File: config.mk
export PLATFORM = sky130hd
export DESIGN_NAME = rf_write_scheduler
export DESIGN_NICKNAME = d
export VERILOG_FILES = /design/src/rtl/rf_write_scheduler.sv
export SDC_FILE = /design/constraint.sdc
export NUM_CORES = 1
export LEC_CHECK = 0
export BUFFER_PORTS_ARGS = -buffer_cell sky130_fd_sc_hd__buf_2
export CAP_MARGIN = 40
export CORE_MARGIN = 10
export CORE_UTILIZATION = 58
export DETAILED_ROUTE_END_ITERATION = 8
export PLACE_DENSITY = 0.81
export REMOVE_ABC_BUFFERS = 1
export SLEW_MARGIN = 20
export SYNTH_ARGS = -nofsm -noshare
export SYNTH_HDL_FRONTEND = slang
export SYNTH_SLANG_ARGS = --single-unit
File: constraint.sdc
create_clock -name clk -period 2.4 [get_ports clk]
set_input_delay 0.12 -clock clk [delete_from_list [all_inputs] [get_ports clk]]
set_output_delay 0.12 -clock clk [all_outputs]
set_load 0.01 [all_outputs]
File: src/rtl/rf_write_scheduler.sv
// Register-file write port scheduler: ALU writes first, long-latency
// results buffered in order, with WAW squash and a pending-write query.
module rf_write_scheduler #(
  parameter int DEPTH = 4,
  parameter int AW    = 5,
  parameter int DW    = 32
) (
  input  logic                     clk,
  input  logic                     rst_n,
  input  logic                     alu_valid,
  input  logic [AW-1:0]            alu_rd,
  input  logic [DW-1:0]            alu_data,
  input  logic                     lx_valid,
  output logic                     lx_ready,
  input  logic [AW-1:0]            lx_rd,
  input  logic [DW-1:0]            lx_data,
  output logic                     RegWrite,
  output logic [AW-1:0]            RDaddr,
  output logic [DW-1:0]            RDdata,
  input  logic [AW-1:0]            chk_addr,
  output logic                     chk_busy,
  output logic [$clog2(DEPTH):0]   fifo_count
);

  localparam int PW = $clog2(DEPTH);
  localparam int CW = PW + 1;
  localparam logic [CW-1:0] FULL = CW'(DEPTH);

  logic [DEPTH-1:0][AW-1:0] rd_q;
  logic [DEPTH-1:0][DW-1:0] data_q;
  logic [DEPTH-1:0]         live_q, live_d;
  logic [PW-1:0]            rptr_q, rptr_d;
  logic [PW-1:0]            wptr_q, wptr_d;
  logic [CW-1:0]            cnt_q, cnt_d;
  logic                     we_q, we_d;
  logic [AW-1:0]            addr_q, addr_d;
  logic [DW-1:0]            data_oq, data_od;

  logic alu_win, pop, push;

  assign alu_win  = alu_valid && (alu_rd != '0);
  assign pop      = !alu_win && (cnt_q != '0);
  assign lx_ready = (cnt_q < FULL);
  assign push     = lx_valid && lx_ready && (lx_rd != '0);

  always_comb begin
    chk_busy = 1'b0;
    for (int i = 0; i < DEPTH; i++) begin
      if (live_q[i] && (rd_q[i] == chk_addr) && (chk_addr != '0))
        chk_busy = 1'b1;
    end
  end

  always_comb begin
    live_d  = live_q;
    rptr_d  = rptr_q;
    wptr_d  = wptr_q;
    cnt_d   = cnt_q;
    we_d    = 1'b0;
    addr_d  = '0;
    data_od = '0;
    if (alu_win) begin
      we_d    = 1'b1;
      addr_d  = alu_rd;
      data_od = alu_data;
      for (int i = 0; i < DEPTH; i++) begin
        if (rd_q[i] == alu_rd)
          live_d[i] = 1'b0;
      end
    end else if (pop) begin
      if (live_q[rptr_q]) begin
        we_d    = 1'b1;
        addr_d  = rd_q[rptr_q];
        data_od = data_q[rptr_q];
      end
      live_d[rptr_q] = 1'b0;
      rptr_d = rptr_q + PW'(1);
    end
    // applied after the squash so a same-cycle push stays live
    if (push) begin
      live_d[wptr_q] = 1'b1;
      wptr_d = wptr_q + PW'(1);
    end
    unique case (1'b1)
      push && !pop: cnt_d = cnt_q + CW'(1);
      pop && !push: cnt_d = cnt_q - CW'(1);
      default:      cnt_d = cnt_q;
    endcase
  end

  always_ff @(posedge clk or negedge rst_n) begin
    if (!rst_n) begin
      rd_q    <= '0;
      data_q  <= '0;
      live_q  <= '0;
      rptr_q  <= '0;
      wptr_q  <= '0;
      cnt_q   <= '0;
      we_q    <= 1'b0;
      addr_q  <= '0;
      data_oq <= '0;
    end else begin
      live_q  <= live_d;
      rptr_q  <= rptr_d;
      wptr_q  <= wptr_d;
      cnt_q   <= cnt_d;
      we_q    <= we_d;
      addr_q  <= addr_d;
      data_oq <= data_od;
      if (push) begin
        rd_q[wptr_q]   <= lx_rd;
        data_q[wptr_q] <= lx_data;
      end
    end
  end

  assign RegWrite   = we_q;
  assign RDaddr     = addr_q;
  assign RDdata     = data_oq;
  assign fifo_count = cnt_q;

endmodule

==> results.sh <==
export IMPL_synth_cells=573
export IMPL_muxShareOfSynthArea_pct=29.8
export IMPL_setup_tns_ns=0
export IMPL_root_buffer="clkbuf_16"
export IMPL_cts_buffer_depth=2
export IMPL_finalClockSkew_ns=0.00867
export IMPL_crit_arrival_ns=2.63
export IMPL_maxSlewViolCount=0
export IMPL_p_int_mw=9.57
export IMPL_post_cts_buffers=0
export IMPL_synth_edf_count=0
export IMPL_critPathKind="in2reg"
export IMPL_critical_path_max_stage_delay_ns=0.53
export IMPL_seq_area_um2=4930
export IMPL_r2r_start="rptr_q[0]$_DFFE_PN0P_"
export IMPL_cts_tree="built"
export IMPL_max_cap_violations=0
export IMPL_fillers=1038
export IMPL_crit_chain="dlygate4sd3_1 -> buf_2 -> or3_1 -> o311a_4 -> inv_1 -> ha_1 -> inv_1 -> fa_1 -> xor2_1 -> nor2_1 -> xnor2_1"
export IMPL_synthAdderAreaFrac_pct=1.43
export IMPL_synth_commonest_cells="197 x dfrtp_1, 87 x mux2_2, 60 x mux2_4"
export IMPL_synth_xor_area_share_pct=4.26
export IMPL_min_from="lx_rd[0]"
export IMPL_ys_ff_latch=197
export IMPL_dp_hpwl_um=14500
export IMPL_worstMarginPinSlew_ns=0.709
export IMPL_gp_congestion=0.892
export IMPL_slew_headroom_pct=52.7
export IMPL_rsz0062_at_grt="false"
export IMPL_synth_cell_types=34
export IMPL_avgRoutedWirePerCell_um=22.9
export IMPL_avgSynthCellArea_um2=16.2
export IMPL_rows=46
export IMPL_hold_path_depth=2
export IMPL_cts_resized=0
export IMPL_comb_power_share_pct=40.5
export IMPL_dr_pass1_iters=4
export IMPL_place_ws_ns=0.265
export IMPL_hold_class="in2reg"
export IMPL_fp_coreArea_um2=15800
export IMPL_min_period_ns=2.27
export IMPL_outcome="finished clean"
export IMPL_p_per_area_nw_per_um2=1270
export IMPL_crit_path_start_kind="input pin"
export IMPL_ys_warn_count=0
export IMPL_cp_num_buf_inv=4
export IMPL_yosys_area_top_type_share_pct=53.3
export IMPL_ys_top_cells_by_area="dfrtp_1 53%, mux2_2 11%, mux2_4 9.7%, mux4_2 9.2%, a32o_1 4.4%"
export IMPL_grtUsageTotal_pct=21.5
export IMPL_drt_total_wl_um=22600
export IMPL_wl_met3_um=1100
export IMPL_finalSetupViolations=0
export IMPL_yosys_most_used_dff="dfrtp_1"
export IMPL_pwr_share_clk_pct=18.5
export IMPL_synth_simple_area_share_pct=2.22
export IMPL_ioPinCount=126
export IMPL_synth_area_um2=9260
export IMPL_grt_first_pass_wirelength_um=36700
export IMPL_leakage_nw=5.25
export IMPL_power_switching_mw=4.72
export IMPL_ant_nets=0
export IMPL_hold_viol_final=0
export IMPL_h_tree_depth=4
export IMPL_cp_max_fo=5
export IMPL_hold_path_end="rd_q[5]$_DFFE_PN0P_"
export IMPL_synth_compound_area_share_pct=5.26
export IMPL_area_growth_pct=21.9
export IMPL_die_w_um=146
export IMPL_die_area_um2=21400
export IMPL_r2r_setup_slack_ns=0.55
export IMPL_clkTransAtPathRegs_ns=0.07
export IMPL_vias=5771
export IMPL_timing_fmax_mhz=440
export IMPL_insertion_delay_ns=0.43
export IMPL_vdd_ir_drop_max_uv=634
export IMPL_met2_length_um=11600
export IMPL_cpLargestDelayFamily="buffers and inverters"
export IMPL_nNetsFinal=850
export IMPL_critPathRequiredTime_ns=2.75
export IMPL_synth_async_reset_ratio_pct=100
export IMPL_ys_seq_area_share_pct=53.3
export IMPL_vias_per_cell=5.85
export IMPL_drc_errors=0
export IMPL_gr_total_overflow=0
export IMPL_io_buffers=125
export IMPL_cp_end_kind="register"
export IMPL_crit_slowest_cell="dlygate4sd3_1"
export IMPL_drt_iter0_markers=304
export IMPL_synth_largest_area_cell="dfrtp_1"
export IMPL_yosysMostFrequentCell="dfrtp_1"
export IMPL_drive_gt1_share_pct=47.5
export IMPL_finalWorstSetupSlack_ns=0.128
export IMPL_fin_crit_sh_pct=94.7
export IMPL_grt_start_max_net_pins=88
export IMPL_sw_frac_of_total_pct=33.0
export IMPL_p_seq_share_pct=41.0
export IMPL_synth_top_family_by_area="multiplexers"
export IMPL_crit_top_cell="inv_1"
export IMPL_dr_max_layer_used="met4"
export IMPL_reg2regPathDepth=3
export IMPL_initial_core_util_pct=58.7
export IMPL_clock_sinks=197
export IMPL_multi_input_area_um2=3990
export IMPL_antenna_found_initial=1
export IMPL_numCtsBuffers=17
export IMPL_r2r_end="RDdata[30]$_DFF_PN0_"
export IMPL_grt_pass1_vias=6581
export IMPL_die_h_um=146
export IMPL_m1WireLength_um=9570
per-layer routing:
layer	track usage [%]	up-vias
met5	0	-
met4	5.81	0
met3	4.91	29
met2	36.6	162
met1	26.9	3074
li1	-	2506
worst reg2reg max path: cells and delay by family, from the launching register on:
kind | cells | cell delay (ns)
buffers and inverters | 1 | 0.27
flip-flops | 1 | 0.41
AO/OA/AOI/OAI | 1 | 0.30
multiplexers | 1 | 0.77
how the worst max path moves through the flow:
stage / start / endpoint / slack (ns) / cells past startpoint
3_5_place_dp: lx_rd[4] / fifo_count[2]$_DFFE_PN0P_ / 0.27 / 10
4_1_cts: lx_rd[4] / fifo_count[2]$_DFFE_PN0P_ / 0.16 / 11
6_report: lx_rd[4] / fifo_count[2]$_DFFE_PN0P_ / 0.13 / 11
5_1_grt: lx_rd[4] / fifo_count[2]$_DFFE_PN0P_ / 0.04 / 11
2_1_floorplan: rptr_q[0]$_DFFE_PN0P_ / RDdata[0]$_DFF_PN0_ / -0.59 / 2
3_3_place_gp: lx_rd[4] / data_q[52]$_DFFE_PN0P_ / 0.29 / 6
repair_timing:
| item | CTS | global route |
|---|---|---|
| hold buffers | 68 | 0 |
| endpoints found under the setup margin | 0 | 0 |
| endpoints found under the hold margin | 255 | 0 |
through the flow:
step                cells  hold slack [ns]  cell area, um2  total power [mW]  util [%]
floorplan             529           -0.176            8940              9.70         -
global route          986           0.0203           11300              15.0      71.5
CTS                   984           0.0129           11300              14.2      71.4
global placement      885            0.215           10000              11.1      63.7
detailed placement    885            0.229           10000              11.5      63.7
finish                986           0.0235           11300              14.3      71.5
flip-flops by register name (all words and copies together) (netlist names):
signal	cells
data_q	128
RDdata	32
rd_q	20
RDaddr	5
live_q	4
fifo_count	3
rptr_q	2
wptr_q	2
RegWrite	1
cells in the final DEF, fill, tap and decap left out, types with 2 or more instances in the layout:
| cell type | synthesis | final |
|---|---|---|
| clkbuf_16 | 0 | 17 |
| nor4_1 | 4 | 4 |
| nand2_8 | 2 | 2 |
| xor2_1 | 29 | 29 |
| nand3_1 | 4 | 4 |
| nand4_1 | 5 | 5 |
| dfrtp_1 | 197 | 195 |
| or3_1 | 2 | 2 |
| dlygate4sd3_1 | 0 | 68 |
| inv_1 | 9 | 9 |
| nand2_1 | 6 | 6 |
| o21ai_0 | 3 | 3 |
| nor3_1 | 4 | 4 |
| mux2_2 | 87 | 87 |
| mux4_2 | 38 | 38 |
| buf_2 | 11 | 124 |
| a32o_1 | 41 | 41 |
| nand2_4 | 2 | 2 |
| buf_12 | 7 | 6 |
| ha_1 | 9 | 9 |
| clkinvlp_4 | 0 | 2 |
| inv_6 | 0 | 5 |
| dfrtp_2 | 0 | 2 |
| xnor2_1 | 16 | 16 |
| buf_4 | 6 | 9 |
| mux2_4 | 60 | 60 |
| clkinv_2 | 0 | 4 |
power by group through the flow:
stage                     registers, mW  logic [mW]  clock network, mW
after floorplan                    5.82        3.88                  0
after global placement             5.72        5.40                  0
after detailed placement           5.89        5.57                  0
after CTS                          5.85        5.72               2.66
after global routing               6.05        6.19               2.80
final                              5.86        5.79               2.64
layout make-up:
class                   count  share of cell area [%]
clock inverters            13                   0.876
multi-input cells         323                    35.3
repair buffers            209                    13.6
diodes                      1                  0.0222
flip-flops and latches    197                    43.7
well taps                 216                    2.40
clock buffers              18                    3.80
inverters                   9                   0.299
logic make-up after synthesis:
kind of cell,Yosys count
AOI/OAI and AO/OA,50
buffers and inverters,53
and+or+nand+nor,31
adders and majority gates,10
xor gates and xnor gates,45
DFF,197
muxes,187
Note: power is estimated with default switching activity, not from simulation.
